<file path="config.mk">
export PLATFORM = sky130hd
export DESIGN_NAME = alu_reservation_station
export DESIGN_NICKNAME = d
export VERILOG_FILES = /design/src/rtl/alu_pkg.sv /design/src/rtl/alu_rs_select.sv /design/src/rtl/alu_reservation_station.sv
export SDC_FILE = /design/constraint.sdc
export NUM_CORES = 1
export LEC_CHECK = 0
export CAP_MARGIN = 15
export CORE_ASPECT_RATIO = 1.75
export CORE_MARGIN = 2
export CORE_UTILIZATION = 30
export CTS_CLUSTER_SIZE = 28
export DETAILED_ROUTE_END_ITERATION = 6
export SLEW_MARGIN = 20
export SYNTH_ARGS = -nofsm -noshare
export SYNTH_HDL_FRONTEND = slang
export SYNTH_SLANG_ARGS = --single-unit
</file>
<file path="constraint.sdc">
create_clock -name clk -period 17.8 [get_ports clk]
set_clock_uncertainty 0.05 [all_clocks]
set_input_delay 2.67 -clock clk [delete_from_list [all_inputs] [get_ports clk]]
set_output_delay 2.67 -clock clk [all_outputs]
set_load 0.01 [all_outputs]
</file>
<file path="src/rtl/alu_pkg.sv">
// Shared ALU op codes and the reservation-station entry layout.
// Entry field widths are fixed here; the station's TAG_W/DATA_W must match them.
package alu_pkg;

    localparam logic [3:0] ALU_ADD = 4'b0010;
    localparam logic [3:0] ALU_SUB = 4'b0110;
    localparam logic [3:0] ALU_OR  = 4'b0001;
    localparam logic [3:0] ALU_XOR = 4'b0011;
    localparam logic [3:0] ALU_SRA = 4'b0111;

    localparam int RS_TAG_W  = 6;
    localparam int RS_DATA_W = 32;

    typedef struct packed {
        logic                 rdy;
        logic [RS_TAG_W-1:0]  tag;
        logic [RS_DATA_W-1:0] val;
    } rs_src_t;

    typedef struct packed {
        logic                valid;
        logic [3:0]          alu_ctrl;
        rs_src_t             src1;
        rs_src_t             src2;
        logic [RS_TAG_W-1:0] dst_tag;
    } rs_entry_t;

    // A waiting source captures the broadcast value when its producer tag matches.
    function automatic rs_src_t wake_src(input rs_src_t s, input logic hit_valid,
                                         input logic [RS_TAG_W-1:0] tag,
                                         input logic [RS_DATA_W-1:0] value);
        wake_src = s;
        if (hit_valid && !s.rdy && s.tag == tag) begin
            wake_src.rdy = 1'b1;
            wake_src.val = value;
        end
    endfunction

endpackage

</file>
<file path="src/rtl/alu_rs_select.sv">
// Lowest-index-first picker: one-hot grant of the first requesting slot.
module alu_rs_select #(
    parameter int N = 4
) (
    input  logic [N-1:0] req,
    output logic [N-1:0] grant,
    output logic         any_ready
);

    always_comb begin
        grant     = '0;
        any_ready = 1'b0;
        for (int i = 0; i < N; i++) begin
            if (req[i] && !any_ready) begin
                grant[i]  = 1'b1;
                any_ready = 1'b1;
            end
        end
    end

endmodule

</file>
<file path="src/rtl/alu_reservation_station.sv">
// ALU reservation station: collapsing oldest-first queue with CDB wakeup and a registered issue stage.
// Optional macro ALU_RS_CDB_FWD_EN makes entries woken by the current CDB broadcast selectable at once.
module alu_reservation_station
    import alu_pkg::*;
#(
    parameter int NUM_ENTRIES = 4,
    parameter int TAG_W       = RS_TAG_W,
    parameter int DATA_W      = RS_DATA_W
) (
    input  logic                             clk,
    input  logic                             rst,
    input  logic                             flush,
    input  logic                             disp_valid,
    output logic                             disp_ready,
    input  logic [3:0]                       disp_alu_ctrl,
    input  logic                             disp_src1_rdy,
    input  logic [TAG_W-1:0]                 disp_src1_tag,
    input  logic [DATA_W-1:0]                disp_src1_val,
    input  logic                             disp_src2_rdy,
    input  logic [TAG_W-1:0]                 disp_src2_tag,
    input  logic [DATA_W-1:0]                disp_src2_val,
    input  logic                             disp_use_imm,
    input  logic [DATA_W-1:0]                disp_imm,
    input  logic [TAG_W-1:0]                 disp_dst_tag,
    input  logic                             cdb_valid,
    input  logic [TAG_W-1:0]                 cdb_tag,
    input  logic [DATA_W-1:0]                cdb_value,
    output logic                             issue_valid,
    input  logic                             issue_ready,
    output logic [DATA_W-1:0]                issue_a,
    output logic [DATA_W-1:0]                issue_b,
    output logic [3:0]                       issue_alu_ctrl,
    output logic [TAG_W-1:0]                 issue_dst_tag,
    output logic [$clog2(NUM_ENTRIES+1)-1:0] occupancy
);

    localparam int CNT_W = $clog2(NUM_ENTRIES+1);

    // Both ports: a transfer happens on a cycle where valid && ready at the rising edge;
    // the producer keeps its payload stable while valid is high and ready is low.

    rs_entry_t            q     [NUM_ENTRIES];
    rs_entry_t            woke  [NUM_ENTRIES];
    rs_entry_t            nxt   [NUM_ENTRIES];
    rs_entry_t            new_e;
    logic [NUM_ENTRIES-1:0] req, grant;
    logic                 any_rdy, load, accept, shift;
    logic [CNT_W-1:0]     occ, wr_idx;
    logic [DATA_W-1:0]    sel_a, sel_b;
    logic [3:0]           sel_ctrl;
    logic [TAG_W-1:0]     sel_dst;

    assign occupancy  = occ;
    assign disp_ready = !rst && (occ < CNT_W'(NUM_ENTRIES));
    assign accept     = disp_valid && disp_ready;
    assign load       = (!issue_valid || issue_ready) && any_rdy;
    assign wr_idx     = occ - CNT_W'(load);

    always_comb begin
        for (int i = 0; i < NUM_ENTRIES; i++) begin
            woke[i]      = q[i];
            woke[i].src1 = wake_src(q[i].src1, cdb_valid, cdb_tag, cdb_value);
            woke[i].src2 = wake_src(q[i].src2, cdb_valid, cdb_tag, cdb_value);
`ifdef ALU_RS_CDB_FWD_EN
            req[i] = woke[i].valid && woke[i].src1.rdy && woke[i].src2.rdy;
`else
            req[i] = q[i].valid && q[i].src1.rdy && q[i].src2.rdy;
`endif
        end
    end

    alu_rs_select #(.N(NUM_ENTRIES)) u_select (
        .req       (req),
        .grant     (grant),
        .any_ready (any_rdy)
    );

    always_comb begin
        sel_a    = '0;
        sel_b    = '0;
        sel_ctrl = '0;
        sel_dst  = '0;
        for (int i = 0; i < NUM_ENTRIES; i++) begin
            if (grant[i]) begin
`ifdef ALU_RS_CDB_FWD_EN
                sel_a = woke[i].src1.val;
                sel_b = woke[i].src2.val;
`else
                sel_a = q[i].src1.val;
                sel_b = q[i].src2.val;
`endif
                sel_ctrl = q[i].alu_ctrl;
                sel_dst  = q[i].dst_tag;
            end
        end
    end

    always_comb begin
        new_e          = '0;
        new_e.valid    = 1'b1;
        new_e.alu_ctrl = disp_alu_ctrl;
        new_e.dst_tag  = disp_dst_tag;
        new_e.src1.rdy = disp_src1_rdy;
        new_e.src1.tag = disp_src1_tag;
        new_e.src1.val = disp_src1_val;
        new_e.src1     = wake_src(new_e.src1, cdb_valid, cdb_tag, cdb_value);
        if (disp_use_imm) begin
            new_e.src2.rdy = 1'b1;
            new_e.src2.val = disp_imm;
        end else begin
            new_e.src2.rdy = disp_src2_rdy;
            new_e.src2.tag = disp_src2_tag;
            new_e.src2.val = disp_src2_val;
            new_e.src2     = wake_src(new_e.src2, cdb_valid, cdb_tag, cdb_value);
        end
    end

    // Collapse: every slot at or above the granted one takes its younger neighbour.
    always_comb begin
        shift = 1'b0;
        for (int i = 0; i < NUM_ENTRIES-1; i++) begin
            shift  = shift | (load && grant[i]);
            nxt[i] = shift ? woke[i+1] : woke[i];
        end
        shift = shift | (load && grant[NUM_ENTRIES-1]);
        nxt[NUM_ENTRIES-1] = shift ? rs_entry_t'('0) : woke[NUM_ENTRIES-1];
        for (int i = 0; i < NUM_ENTRIES; i++) begin
            if (accept && wr_idx == CNT_W'(i)) nxt[i] = new_e;
        end
    end

    always_ff @(posedge clk) begin
        if (rst) begin
            for (int i = 0; i < NUM_ENTRIES; i++) q[i] <= '0;
            occ            <= '0;
            issue_valid    <= 1'b0;
            issue_a        <= '0;
            issue_b        <= '0;
            issue_alu_ctrl <= '0;
            issue_dst_tag  <= '0;
        end else if (flush) begin
            for (int i = 0; i < NUM_ENTRIES; i++) q[i].valid <= 1'b0;
            occ         <= '0;
            issue_valid <= 1'b0;
        end else begin
            for (int i = 0; i < NUM_ENTRIES; i++) q[i] <= nxt[i];
            occ <= occ + CNT_W'(accept) - CNT_W'(load);
            if (load) begin
                issue_valid    <= 1'b1;
                issue_a        <= sel_a;
                issue_b        <= sel_b;
                issue_alu_ctrl <= sel_ctrl;
                issue_dst_tag  <= sel_dst;
            end else if (issue_ready) begin
                issue_valid <= 1'b0;
            end
        end
    end

endmodule

</file>
### Word-level counts from Yosys, hierarchy flattened

Memories as Yosys holds them, arrays and structs flattened.
Cells that the tools add are included.

* add/sub/neg operators: 3
* magnitude comparators: 1
* eq/ne operators: 13
* muxes and demuxes: 76
* bitwise logic cells: 16
* reductions and logical operators: 62

Operators by type and width (number)
* $mux 89: 8
* $mux 32: 19
* $mux 88: 4
* $eq 6x6->1: 10
* $logic_and 1x1->1: 42
* $mux 1: 36
* $mux 6: 5
* $mux 4: 4
* $logic_not 1->1: 15
* $or 1x1->1: 15
* $eq 3x2->1 const B: 2
* $sub 3x1->3: 2
* $add 3x1->3: 1
* $eq 3x1->1 const B: 1
* $logic_not 3->1: 1
* $lt 3x3->1 const B: 1
* $reduce_and 2->1: 1
* $reduce_bool 2->1: 1
* $reduce_or 2->1: 1
* $logic_or 1x1->1: 1
* $not 1->1: 1

* register bits: 78
* RAM bits: 356
* bits of input ports: 165
* logic and storage cells: 178
* memories kept: 1

Memories
* q: words 4, bits a word 89, read ports 4, clocked after memory_dff 0, write ports 4, RTL line alu_reservation_station.sv:42 `rs_entry_t q [NUM_ENTRIES];`

### Logic depth before layout (Yosys ltp)

An unclocked memory read counts as a cell.

* word-level depth: 21
* gate-level depth with buffers: 12

### By module

A second synthesis with hierarchy kept.

* cells, all modules: 2451
* area total of the unflattened synthesis: 25660.9 um^2

Modules (own cells, without submodules)
* alu_reservation_station: instances 1, cells each 2446, area an instance 25623.3 um^2, sequential area each 12241.7 um^2
* alu_rs_select: instances 1, cells each 5, area an instance 37.5 um^2, sequential area each 0.0 um^2

### Worst setup path after synthesis

No wires, ideal clock.

* kind: in2reg
* start point: input port rst
* end point: memory q[0][44] in the netlist's numbering (enable)
* setup time: 0.551 ns
* data arrival time: 6.916 ns
* required time: 17.199 ns
* path slack: 10.283 ns
* stages: 3
* buffers on the path: 1
* path through: clkbuf_1 nor2b_1 inv_1

RTL lines
* start, declared: RTL line alu_reservation_station.sv:11 `input logic rst,`
* end, declared: RTL line alu_reservation_station.sv:42

==> out/qor.yml <==
synth_ff_type: "edfxtp_1"
hold_path_class: "flop to flop"
gp_congestion: 0.845
drtIter0Drc: 2896
htreeDepth: 2
fin_util_pct: 35.9
drt-pass1-iter-count: 6
portBuffers: 243
layout_common_cells: "edfxtp_1 (355), clkdlybuf4s50_1 (241), nor2_1 (170), o21ai_0 (157), o22ai_1 (130)"
seqCellArea_um2: 12200
final_max_slew_viol_count: 0
worstSetupPathType: "input pin to flop"
async_flop_share_pct: 0
dieArea_um2: 86300
wl_um: 107000
grt_max_degree: 96
fin_tns_setup_ps: 0
critPathMaxFanout: 40
worstSetupEndpointType: "flop"
synth.net_count: 2636
area_growth_pct: 18.8
final_common_cell: "edfxtp_1"
die_h_um: 387
clk-insertion-delay-late_ps: 580
numClockSinks: 434
synth_cell_types: 56
cts_setup_buffers: 0
yosysWarnings: 0
arrival_ps: 7090
die_x_um: 223
setup_viol: 0
ys_seq_elements: 434
cts-buffers-inserted: 42
power.total_mw: 2.57
vias: 23300
cts-root-buf: "clkbuf_16"
grt.overflow.total: 0
dp_slack_ps: 10600
n_antenna_cell: 0
synthAdderAreaFrac_pct: 0.279
postCtsHoldBufs: 0
post_cts_resized: 0
fillers: 8167
antenna_found_initial: 6
cts_tree: "yes"
post-route-drc-count: 0
pin_count: 244
wire_per_inst_um: 29.7
synth_edf_count: 355
drtAntennaViolNets: 0
post-route-min-period_ps: 6710
rsz0062_at_grt: "no"
synthSimpleGateAreaFrac_pct: 9.86
irDropWorstVdd_v: 0.0000601
critPathLaunchType: "input pin"
synth_top_family_by_area: "compound AO/OA/AOI/OAI gates"
crit_required_ps: 18180
outcome: "finished, final reports clean"
fin_ws_ps: 11090
place_hpwl_um: 63700
cts_buffer_depth: 3
netlist_area_um2: 25200
final_hold_viol_count: 0
vias_per_cell: 6.47
avgSynthCellArea_um2: 10.2
synth_cells: 2466
worst_pin_slew_ps: 1280
synthXorXnorAreaFrac_pct: 2.16
initial_core_util_pct: 30.2
drive_above_1_share_pct: 7.19
synth_compound_area_share_pct: 28.9
core-area_um2: 83200
fmax_mhz: 149
nets: 2685
path_clk_slew_ps: 70
power.leakage_nw: 10.1
fin_crit_sh_pct: 37.7
fp-row-count: 140
grt_pass1_vias: 23200
grt_pass1_wl_um: 154000
maxCapViolations: 0
multiInputGateArea_um2: 11900
track_usage_pct: 23.7
yosysSeqAreaShare_pct: 48.7
maxSlewHeadroom_pct: 14.5
synthMuxAreaShare_pct: 5.13
power.density_nw_per_um2: 85.9
==> kinds of logic (layout without fill, tap and decap cells) <==
group	Yosys count	count (layout)
other cells	1	1
flops	434	434
buf+inv	311	390
compound gates	1004	1004
simple gates	520	520
mux	129	129
fa+ha+maj	5	5
xor+xnor	62	62
==> report_power, final <==
group	leakage (nW)	total, mW	switching, mW	internal, mW
Clock	0.679	0.953	0.424	0.529
Combinational	4.94	0.372	0.241	0.132
Sequential	4.45	1.24	0.0514	1.19
Total	10.1	2.57	0.716	1.85
==> per-stage QoR <==
step | instances | hold slack (ps) | instance area (um2)
final | 3610 | 451 | 29900
after global routing | 3610 | 478 | 29900
after global placement | 3532 | 443 | 28400
after detailed placement | 3535 | 442 | 28500
after CTS | 3609 | 451 | 29900
after floorplan | 2466 | 468 | 25200
==> cell usage after synthesis (8+ instances only) <==
cell type    n  area (um2)
a21oi_1     88         440
o221ai_1   127        1110
a211oi_1    96         721
nand4_1      8        50.1
and3_1      43         269
nand2b_1    40         250
o211a_1     32         320
nand3_1     82         410
buf_1       10        37.5
o211ai_1     9        67.6
edfxtp_1   355       10700
o21a_1      32         240
xnor2_1     48         420
clkbuf_1   229         860
nor2_1     176         661
xor2_1      14         123
a31oi_1      9        56.3
nand2_1    106         398
buf_2       55         275
dfxtp_1     79        1580
a21boi_0    37         278
o22ai_1    130         813
nor2b_1      8        50.1
and2_1      19         119
a21o_1      60         450
a221o_1     42         420
nor3_1      17        85.1
o31ai_1     31         233
a311oi_1    42         368
inv_1       11        41.3
mux2i_1    129        1290
a22o_1      32         280
o21ai_0    157         786
a221oi_1    64         561
==> flip-flops by register name, indices dropped and copies added, names as in the netlist <==
| name | flops |
|---|---|
| q | 356 |
| issue_a | 32 |
| issue_b | 32 |
| issue_dst_tag | 6 |
| issue_alu_ctrl | 4 |
| occupancy | 3 |
| issue_valid | 1 |
==> final timing paths <==
path | from | slack [ps] | cells after the start | to
worst max-delay path | issue_ready | 11090 | 11 | q[3][78]
worst min-delay path | issue_a[1] | 450 | 2 | issue_a[1]
worst max register to register | q[2][44] | 13220 | 10 | q[3][78]
worst min register to register | issue_a[1] | 450 | 2 | issue_a[1]
==> metal layers <==
metal,global-route usage [%],routed length (um),vias to the layer above
met5,0,72,-
met4,16.4,8270,12
met3,4.86,10300,373
met2,38.8,50000,1663
met1,27.8,38400,11400
li1,-,-,9876
==> area by class of cell <==
type                       count  area share (%)
clock buffer                  51            3.80
clock inverter                23           0.867
inverter                      11           0.155
multi-input combinational   1721            39.8
sequential                   434            41.0
tap                         1065            4.46
timing repair buffer         305            9.95
==> critical path: stages <==
cell and delay (ps):
clkdlybuf4s50_1 430, nor2b_1 430, a41oi_1 190, ha_1 260, ha_1 200, or4b_1 630, nor3_1 300, nand2_2 670
buf_4 620, inv_1 460, and2_1 200
Power figures use the tool's default switching activity.
==> variant 1, RTL diff (same flow settings) <==
Set the package constant `RS_TAG_W` to 4 (it was 6).
--- a/src/rtl/alu_pkg.sv
+++ b/src/rtl/alu_pkg.sv
@@ -9,5 +9,5 @@
     localparam logic [3:0] ALU_SRA = 4'b0111;
 
-    localparam int RS_TAG_W  = 6;
+    localparam int RS_TAG_W  = 4;
     localparam int RS_DATA_W = 32;
 
Ports: changed (5 resized); port bits go from 244 to 234. No check against the original RTL was run, so the function may have changed too.
==> variant 1 against the unedited design <==
Final cell count is 7.5% lower. Worst setup slack lost 0.81 ns. Sequential cell count down 26. Area after synthesis decreased by 5.9%. Design area fell by 5.2%. Highest routed layer unchanged. Wire length fell by 11%. Power fell by 1.8%.
==> variant 1: results (changes against the unedited design) <==
.. list-table::
   :header-rows: 1

   * - Metric
     - Value
   * - Run status
     - complete, no violations
   * - Seq/Total Area, Yosys
     - 0.485 (-0.00173)
   * - CP max stage cell
     - sky130_fd_sc_hd__nand2_4
   * - Worst hold-check slack
     - 0.447 ns (-0.00373 ns)
   * - Final HPWL DP
     - 56.9 mm (-11%)
   * - Transition time of the tightest slew-check pin
     - 1.23 ns (-0.0488 ns)
   * - Total sequential power
     - 1.18 mW (-5%)
   * - Endpoint arrival time on the critical path
     - 7.68 ns (+0.59 ns)
   * - Compound-Gate Fraction of Synth Area
     - 0.281 (-0.00738)
   * - Count of buffers from port buffering
     - 233 (-4.1%)
   * - Number of synthesized flops with an enable pin
     - 331 (-6.8%)
   * - Total cell area at the placement stage
     - 0.0268 sq mm (-5.8%)
   * - Wire length of the first global-routing pass
     - 140 mm (-9.4%)
   * - Beginning of the worst hold path
     - issue_b[13]$_SDFFE_PP0P_
   * - Number of antenna violations at the first check in global routing
     - 2 (-4)
   * - Placer congestion estimate
     - 0.874 (+3.3%)
   * - Max stage delay on crit path
     - 1.20 ns (+0.53 ns)
   * - Post-Syn Area per Cell
     - 10.8 sq um (+5.5%)
   * - Filler cells
     - 7799 (-4.5%)
   * - Count of routing violations after the opening detailed-route iteration
     - 3039 (+4.9%)
   * - Fraction of power spent switching nets
     - 0.278 (-0.000578)
   * - Routed wire length per instance
     - 28.7 um (-3.4%)
   * - Time the final worst path needs with I/O delays and setup
     - 7.53 ns (+0.814 ns)
   * - Reg-to-Reg End
     - q[0][68]$_DFFE_PP_
   * - Fraction of synthesized cell area in xor and xnor cells
     - 0.00999 (-0.0116)
variant 1: cell types whose count changed after synthesis, sizes merged, moves of 32 or more:
| cell | delta |
|---|---|
| a211oi | -95 |
| a21boi | -37 |
| a221oi | -32 |
| a311oi | +62 |
| and3 | -34 |
| clkbuf | -47 |
| inv | +44 |
| nor2 | -69 |
| o211a | -32 |
| o22ai | +70 |
variant 1: layout make-up:
type / instances / area share
multi-input cells: 1467 / 0.389
clock inverters: 21 / 0.00905
clock buffers: 56 / 0.0414
flip-flops and latches: 408 / 0.405
well taps: 1035 / 0.0457
repair buffers: 297 / 0.102
inverters: 55 / 0.00764
variant 1: metal layers:
| layer | GRT usage | vias to the layer above | wire length [um] |
|---|---|---|---|
| met5 | 0 | - | 29 |
| met4 | 0.120 | 4 | 5360 |
| met3 | 0.0400 | 226 | 9200 |
| met2 | 0.363 | 1552 | 44400 |
| met1 | 0.285 | 10600 | 36700 |
| li1 | - | 8994 | - |
==> variant 2, RTL diff (same settings) <==
Without the edit above. Add a define of `ALU_RS_CDB_FWD_EN`.
--- a/src/rtl/alu_reservation_station.sv
+++ b/src/rtl/alu_reservation_station.sv
@@ -1,4 +1,6 @@
 // ALU reservation station: collapsing oldest-first queue with CDB wakeup and a registered issue stage.
 // Optional macro ALU_RS_CDB_FWD_EN makes entries woken by the current CDB broadcast selectable at once.
+`define ALU_RS_CDB_FWD_EN
+
 module alu_reservation_station
     import alu_pkg::*;
Function: changed (a bounded check fails within 4 cycles, from zero or initial values and one cycle with rst high).
==> variant 2 against the unedited design <==
Area after synthesis is 7.3% higher. Worst setup slack got worse by 1.4 ns. Final cell count increased by 10%. Sequential cell count did not move. Power is 0.63% higher. First-iteration DRC count fell by 21%. Design area grew 5.6%. Hold slack worse by 0.0051 ns. Global-route usage down 2.2 points. Wire length decreased by 4.1%. Critical endpoint is now q[0][43]$_DFFE_PP_.
==> variant 2: results (changes against the unedited design) <==
.. list-table::
   :header-rows: 1

   * - Metric
     - Value
   * - Nets in the synthesized netlist
     - 2883 (+9.4%)
   * - Cell count after placement
     - 3895 (+10%)
   * - Routed via count divided by cell count
     - 5.82 (-10%)
   * - Leak Pwr
     - 11.2 nW (+12%)
   * - Layout cell share with drive strength beyond 1
     - 0.132 (+0.0597)
   * - Placer congestion estimate
     - 0.860 (+1.7%)
   * - Transition time of the tightest slew-check pin
     - 1.20 ns (-0.0799 ns)
   * - Number of antenna violations at the first check in global routing
     - 4 (-2)
   * - Top post-synthesis cells by count
     - sky130_fd_sc_hd__edfxtp_1, sky130_fd_sc_hd__nand2_1, sky130_fd_sc_hd__mux2i_1
   * - Pin count of the biggest net entering global routing
     - 177 (+84%)
   * - Grt met1 use
     - 0.253 (-0.0244)
   * - Non-filler instance count after layout
     - 3982 (+10%)
   * - Adder and majority cell fraction of the synthesized area
     - 0.00260 (-0.000190)
   * - Fraction of synthesized cell area taken by the top area cell type
     - 0.395 (-0.0289)
   * - Compound-Gate Fraction of Synth Area
     - 0.192 (-0.0968)
   * - Count of routing violations after the opening detailed-route iteration
     - 2282 (-21%)
   * - Top cells by area in the synthesized netlist
     - sky130_fd_sc_hd__edfxtp_1, sky130_fd_sc_hd__mux2_2, sky130_fd_sc_hd__mux2i_1
   * - Run status
     - complete, no violations
   * - Number of global-route vias before repair
     - 22900 (-1.4%)
   * - Iteration count of the initial detailed-routing pass
     - 5 (-1)
   * - Post-synthesis cell count
     - 2713 (+10%)
   * - CTS Buf Count
     - 47 (+12%)
   * - CP max stage cell
     - sky130_fd_sc_hd__nand2b_1
   * - Endpoint arrival time on the critical path
     - 8.16 ns (+1.07 ns)
   * - Max stage delay on crit path
     - 0.82 ns (+0.15 ns)
   * - Biggest fanout along the worst timing path
     - 27 (-33%)
   * - Filler cells
     - 9073 (+11%)
   * - Worst voltage drop across the vdd grid
     - 72.2 uV (+20%)
[variant 2: layout make-up]
class,instances,area share
Clock buffer,75,0.0431
Clock inverter,10,0.00238
Timing Repair Buffer,291,0.0890
Antenna cell,2,0.000159
Tap cell,1176,0.0466
Sequential cell,434,0.388
Inverter,19,0.00226
Multi-Input combinational cell,1975,0.429
[variant 2: metrics by stage]
step	hold slack [ns]	cell area, sq um	util	setup WS (ns)
after floorplan	0.409	27000	-	7.55
after global placement	0.434	30100	0.338	9.22
after detailed placement	0.442	30100	0.338	9.13
after CTS	0.450	31600	0.354	9.71
after global routing	0.465	31600	0.354	9.39
final	0.446	31600	0.354	9.67
[variant 2: per-layer routing]
metal / vias up / wire length [um]
met4: 2 / 5500
met2: 1118 / 52100
met3: 200 / 7020
met5: - / 8
li1: 10400 / -
met1: 11500 / 38100
[variant 2: final timing paths]
kind / depth (start not counted) / startpoint / endpoint / slack (ns)
hold reg to reg: 2 / issue_b[17]$_SDFFE_PP0P_ / issue_b[17]$_SDFFE_PP0P_ / 0.45
hold / removal: 2 / issue_b[17]$_SDFFE_PP0P_ / issue_b[17]$_SDFFE_PP0P_ / 0.45
setup reg to reg: 10 / q[1][79]$_SDFFCE_PP0P_ / q[0][43]$_DFFE_PP_ / 12.26
setup / recovery: 11 / cdb_tag[2] / q[0][43]$_DFFE_PP_ / 9.67
[variant 2: power by group through the flow]
stage / Clock (mW) / Sequential (mW) / Combinational [mW]
6_report: 0.957 / 1.22 / 0.409
5_1_grt: 1.01 / 1.22 / 0.442
4_1_cts: 0.969 / 1.22 / 0.408
3_5_place_dp: 0 / 1.24 / 0.406
3_3_place_gp: 0 / 1.23 / 0.403
2_1_floorplan: 0 / 1.23 / 0.256
